--- src/rtl/perf_event_monitor.sv ---
// rtl/perf_event_monitor.sv - run-window cycle and pipeline event counters
module perf_event_monitor #(
    parameter int NUM_EVENTS  = 4,
    parameter int CNT_WIDTH   = 32,
    parameter int CYCLE_LIMIT = 18,
    parameter int SATURATE    = 0,
    localparam int SEL_W      = (NUM_EVENTS > 1) ? $clog2(NUM_EVENTS) : 1
) (
    input  logic                  clk_i,
    input  logic                  rst_i,
    input  logic                  start_i,
    input  logic                  clear_i,
    input  logic                  freeze_i,
    input  logic [NUM_EVENTS-1:0] event_i,
    input  logic [SEL_W-1:0]      sel_i,
    output logic [CNT_WIDTH-1:0]  cnt_o,
    output logic [CNT_WIDTH-1:0]  cycle_o,
    output logic                  running_o,
    output logic                  done_o,
    output logic [NUM_EVENTS-1:0] overflow_o
);

    // Bad parameterisations stop elaboration instead of silently truncating.
    if (NUM_EVENTS < 1 || NUM_EVENTS > 16) begin : g_bad_num_events
        $error("perf_event_monitor: NUM_EVENTS must be 1..16");
    end
    if (CYCLE_LIMIT < 0 || (64'(CYCLE_LIMIT) >> CNT_WIDTH) != 64'd0) begin : g_bad_cycle_limit
        $error("perf_event_monitor: CYCLE_LIMIT does not fit in CNT_WIDTH");
    end

    typedef enum logic [1:0] {
        ST_IDLE = 2'd0,
        ST_RUN  = 2'd1,
        ST_DONE = 2'd2
    } state_t;

    localparam logic [CNT_WIDTH-1:0] CNT_MAX = '1;
    localparam logic [CNT_WIDTH-1:0] LIMIT   = CNT_WIDTH'(CYCLE_LIMIT);

    state_t                 state_q;
    state_t                 state_d;
    logic [CNT_WIDTH-1:0]   cycle_q;
    logic [CNT_WIDTH-1:0]   cycle_inc;
    logic [CNT_WIDTH-1:0]   cnt_q [NUM_EVENTS];
    logic [NUM_EVENTS-1:0]  ovf_q;

    // Post-increment cycle count; always saturating so a limitless run never wraps.
    always_comb begin
        cycle_inc = (cycle_q == CNT_MAX) ? cycle_q : cycle_q + 1'b1;
    end

    // Next state: limit check beats a pause on the same edge; DONE is only left via reset/clear.
    always_comb begin
        state_d = state_q;
        case (state_q)
            ST_IDLE: begin
                if (start_i) begin
                    state_d = ST_RUN;
                end
            end
            ST_RUN: begin
                if (CYCLE_LIMIT != 0 && cycle_inc == LIMIT) begin
                    state_d = ST_DONE;
                end else if (!start_i) begin
                    state_d = ST_IDLE;
                end
            end
            ST_DONE: begin
                state_d = ST_DONE;
            end
            default: begin
                state_d = ST_IDLE;
            end
        endcase
    end

    // State register; clear acts like reset on the whole block.
    always_ff @(posedge clk_i) begin
        if (rst_i || clear_i) begin
            state_q <= ST_IDLE;
        end else begin
            state_q <= state_d;
        end
    end

    // Cycle counter advances on every edge spent in RUN, including the leaving edge.
    always_ff @(posedge clk_i) begin
        if (rst_i || clear_i) begin
            cycle_q <= '0;
        end else if (state_q == ST_RUN) begin
            cycle_q <= cycle_inc;
        end
    end

    // Event counters with sticky overflow; freeze gates events but not cycles.
    always_ff @(posedge clk_i) begin
        if (rst_i || clear_i) begin
            for (int i = 0; i < NUM_EVENTS; i++) begin
                cnt_q[i] <= '0;
            end
            ovf_q <= '0;
        end else if (state_q == ST_RUN && !freeze_i) begin
            for (int i = 0; i < NUM_EVENTS; i++) begin
                if (event_i[i]) begin
                    if (cnt_q[i] == CNT_MAX) begin
                        ovf_q[i] <= 1'b1;
                        if (SATURATE == 0) begin
                            cnt_q[i] <= '0;
                        end
                    end else begin
                        cnt_q[i] <= cnt_q[i] + 1'b1;
                    end
                end
            end
        end
    end

    // Read mux; out-of-range selects read as zero.
    always_comb begin
        cnt_o = '0;
        for (int i = 0; i < NUM_EVENTS; i++) begin
            if (sel_i == SEL_W'(i)) begin
                cnt_o = cnt_q[i];
            end
        end
    end

    assign cycle_o    = cycle_q;
    assign running_o  = (state_q == ST_RUN);
    assign done_o     = (state_q == ST_DONE);
    assign overflow_o = ovf_q;

endmodule
--- config.mk ---
export PLATFORM = sky130hd
export DESIGN_NAME = perf_event_monitor
export DESIGN_NICKNAME = d
export VERILOG_FILES = /design/src/rtl/perf_event_monitor.sv
export SDC_FILE = /design/constraint.sdc
export NUM_CORES = 1
export LEC_CHECK = 0
export CORE_MARGIN = 1.5
export CORE_UTILIZATION = 50
export CTS_BUF_LIST = sky130_fd_sc_hd__clkbuf_2 sky130_fd_sc_hd__clkbuf_4 sky130_fd_sc_hd__clkbuf_8
export CTS_CLUSTER_DIAMETER = 150
export DETAILED_ROUTE_END_ITERATION = 7
export GPL_TIMING_DRIVEN = 0
export PLACE_DENSITY = 0.68
export SYNTH_ARGS = -nofsm -noshare
export SYNTH_HDL_FRONTEND = slang
export SYNTH_SLANG_ARGS = --single-unit
export TNS_END_PERCENT = 5
--- constraint.sdc ---
create_clock -name clk_i -period 6 [get_ports clk_i]
set_input_delay 1.2 -clock clk_i [delete_from_list [all_inputs] [get_ports clk_i]]
set_output_delay 1.2 -clock clk_i [all_outputs]
set_load 0.01 [all_outputs]
==> results.ini <==
[floorplan]
die_w_um = 143
start_util_pct = 50.7
io-pin-count = 81
die_y_um = 143
die_area_um2 = 20400
rows = 51
coreArea_um2 = 19300

[timing]
fin_crit_ps = 4630
slew_viol_final = 0
fmax_ghz = 0.216
tightestPinTransition_ps = 966
max_slew_margin_pct = 35.6
hold_violations = 0
fin_crit_sh_pct = 77.1
fin_tns_setup_ps = 0
fin_skew_ps = 18.2
setup_viol = 0
rsz0062_at_grt = no

[critical_path]
r2r.worst_path.cells = 10
r2r-end = cnt_q[3][23]$_SDFFCE_PN0P_
crit_end = cnt_o[19]
crit_slowest_cell = buf_1
crit_path_max_fanout = 10
cp.required_ps = 4800
critPathArrivalTime_ps = 3430
rrSetupSlack_ps = 2420
regToRegStartpoint = cnt_q[3][0]$_SDFFCE_PN0P_
path_class = input pin to output pin
cp-startpoint = sel_i[0]
cpPeakStageDelay_ps = 770
startpoint_type = input pin
endpoint_kind = output pin
path_cells = clkbuf_1 > buf_1 > mux4_2 > clkdlybuf4s50_1

[synth]
synthFlopType = edfxtp_1
synth-xor-area-share_pct = 13.8
ys_seq_elements = 166
synth_cell_types = 63
synth_top_family_by_area = simple AND/OR/NAND/NOR gates
synth_mux_area_share_pct = 7.56
synthArstFlopShare_pct = 0
synth_top_area_share_pct = 39.2
syn_area_um2 = 9800
syn_inst = 947
synthSimpleGateAreaFrac_pct = 24.3
synth_warnings = 0
yosys.area.top_type = edfxtp_1
netlist_top_cells_area = edfxtp_1 39%, xor2_1 9.0%, dfxtp_1 7.8%
synth_adder_area_share_pct = 0.639
synth_compound_area_share_pct = 3.63
seq_area_frac_synth_pct = 47.0
synth.avg_cell_area_um2 = 10.3
synth_edf_count = 128
synth.net_count = 963

[global_route]
grt_pass1_vias = 7143
overflow = 0
grt_pass1_wl_um = 38600
grt_max_degree = 33
track_usage_pct = 24.7
busiest_layer = met2
grt_use_met1_pct = 34.1
antenna_found_initial = 0
grt_util_met2_pct = 39.0
met3_usage_pct = 6.14

[min_path]
hold-path-cell-count = 1
hold_path.class = register to register
min_from = overflow_o[2]$_SDFFE_PN0P_

[clocking]
clockRootBuffer = clkbuf_8
cts_setup_buffers = 0
cts_tree = built
ctsResizeCount = 0
postCtsHoldBufs = 0
clock_sinks = 166
cts.path.max_buffers = 2
cts_max_level = 4
clk_latency_ps = 470
clk_pin_slew_ps = 80
cts_inserted_buffers = 17

[route]
post_drt_via_cell_ratio = 5.69
drt_iter0_drc = 534
drcViolationCount = 0
routed-via-count = 7528
dr.pass1.iters = 5
wire_per_inst_um = 18.4
postRouteAntennaNets = 0
wirelength_um = 24400

[finish]
layout_common_cells = 193 x nor2_1, 128 x edfxtp_1, 101 x xor2_1, 79 x clkdlybuf4s50_1, 76 x nand2_1
area_growth_pct = 15.5
final_nets = 1062
diodes = 0
fillers = 1669
drive_gt1_share_pct = 11.2
mostFrequentLayoutCell = nor2_1

[power_and_ir_drop]
p_total_mw = 2.31
power_leakage_nw = 3.74
p_int_mw = 1.75
p_seq_share_pct = 57.6
comb_power_share_pct = 7.2
vdd_drop_max_v = 0.000136
pwr-share-clk_pct = 35.2
power_density_nw_per_um2 = 204
swShare_pct = 24.3
p_switching_uw = 561

[flow_run]
drv_cap = 0

[placement]
gp_congestion = 0.919
portBuffers = 79
dpl.hpwl_um = 17600

[run_status]
status = finished, final reports clean

==> layer usage <==
metal	vias up	share of wire, %
met4	0	1.3
met5	-	0
met2	256	47
li1	3603	-
met3	30	7.0
met1	3639	45
==> Yosys cell counts (all sizes together), types with 3 or more instances <==
cell,n
inv,12
nor3,19
ha,5
nand2b,3
a21oi,10
and4,18
nor2,195
and2,7
xnor2,53
clkbuf,13
mux4,32
o21a,3
nand4,44
or4,4
dfxtp,38
nor2b,3
edfxtp,128
nand3,57
a2111oi,3
nor4,6
or3,7
a311oi,3
buf,32
nand2,80
a31oi,5
and3,34
o21ai,7
xor2,101
==> kinds of logic after synthesis <==
| group | after synthesis |
|---|---|
| AND/OR/NAND/NOR | 484 |
| flip-flops | 166 |
| XOR/XNOR | 154 |
| buffers and inverters | 57 |
| AO/OA/AOI/OAI | 47 |
| multiplexers | 34 |
| adder cells (fa/ha/maj) | 5 |
==> registers in the layout, summed over array words and instances, names as in the netlist <==
register and flops:
overflow_o 4, cycle_o 32, cnt_q 128, state_q 2
==> metrics by stage <==
stage | instances | setup WS [ps] | area (um^2) | hold slack [ps] | util, %
floorplan | 947 | 2240 | 9800 | 473 | -
finish | 1324 | 1370 | 11300 | 472 | 58.5
global placement | 1291 | 1340 | 10900 | 451 | 56.5
global route | 1324 | 1240 | 11300 | 497 | 58.5
CTS | 1324 | 1330 | 11300 | 478 | 58.5
detailed placement | 1292 | 1340 | 10900 | 457 | 56.6
==> critical path: cells and delay by family <==
kind,cells,cell delay [ps]
buffers and inverters,3,1570
multiplexers,1,650
==> area by class of cell <==
cell class | instances | area (um^2) | share of cell area (%)
timing repair buffer | 80 | 806 | 7.12
tap | 265 | 332 | 2.93
buffer | 45 | 258 | 2.28
clock inverter | 11 | 113 | 0.995
inverter | 12 | 45.0 | 0.398
clock buffer | 21 | 264 | 2.33
sequential | 166 | 4600 | 40.7
multi-input combinational | 724 | 4900 | 43.3
==> power groups by stage <==
stage          clock [mW]  sequential (mW)  combinational [mW]
6_report            0.812             1.33               0.167
3_5_place_dp            0             1.35               0.168
3_3_place_gp            0             1.35               0.165
4_1_cts             0.816             1.33               0.169
2_1_floorplan           0             1.33               0.102
5_1_grt             0.864             1.33               0.180
==> worst min path at each step <==
stage                                 endpoint  slack, ps
floorplan              state_q[0]$_SDFFE_PN0P_        470
global placement    overflow_o[2]$_SDFFE_PN0P_        450
detailed placement  overflow_o[3]$_SDFFE_PN0P_        460
CTS                 overflow_o[2]$_SDFFE_PN0P_        480
global route        overflow_o[2]$_SDFFE_PN0P_        500
finish              overflow_o[2]$_SDFFE_PN0P_        470
(Power assumes the default switching activity.)
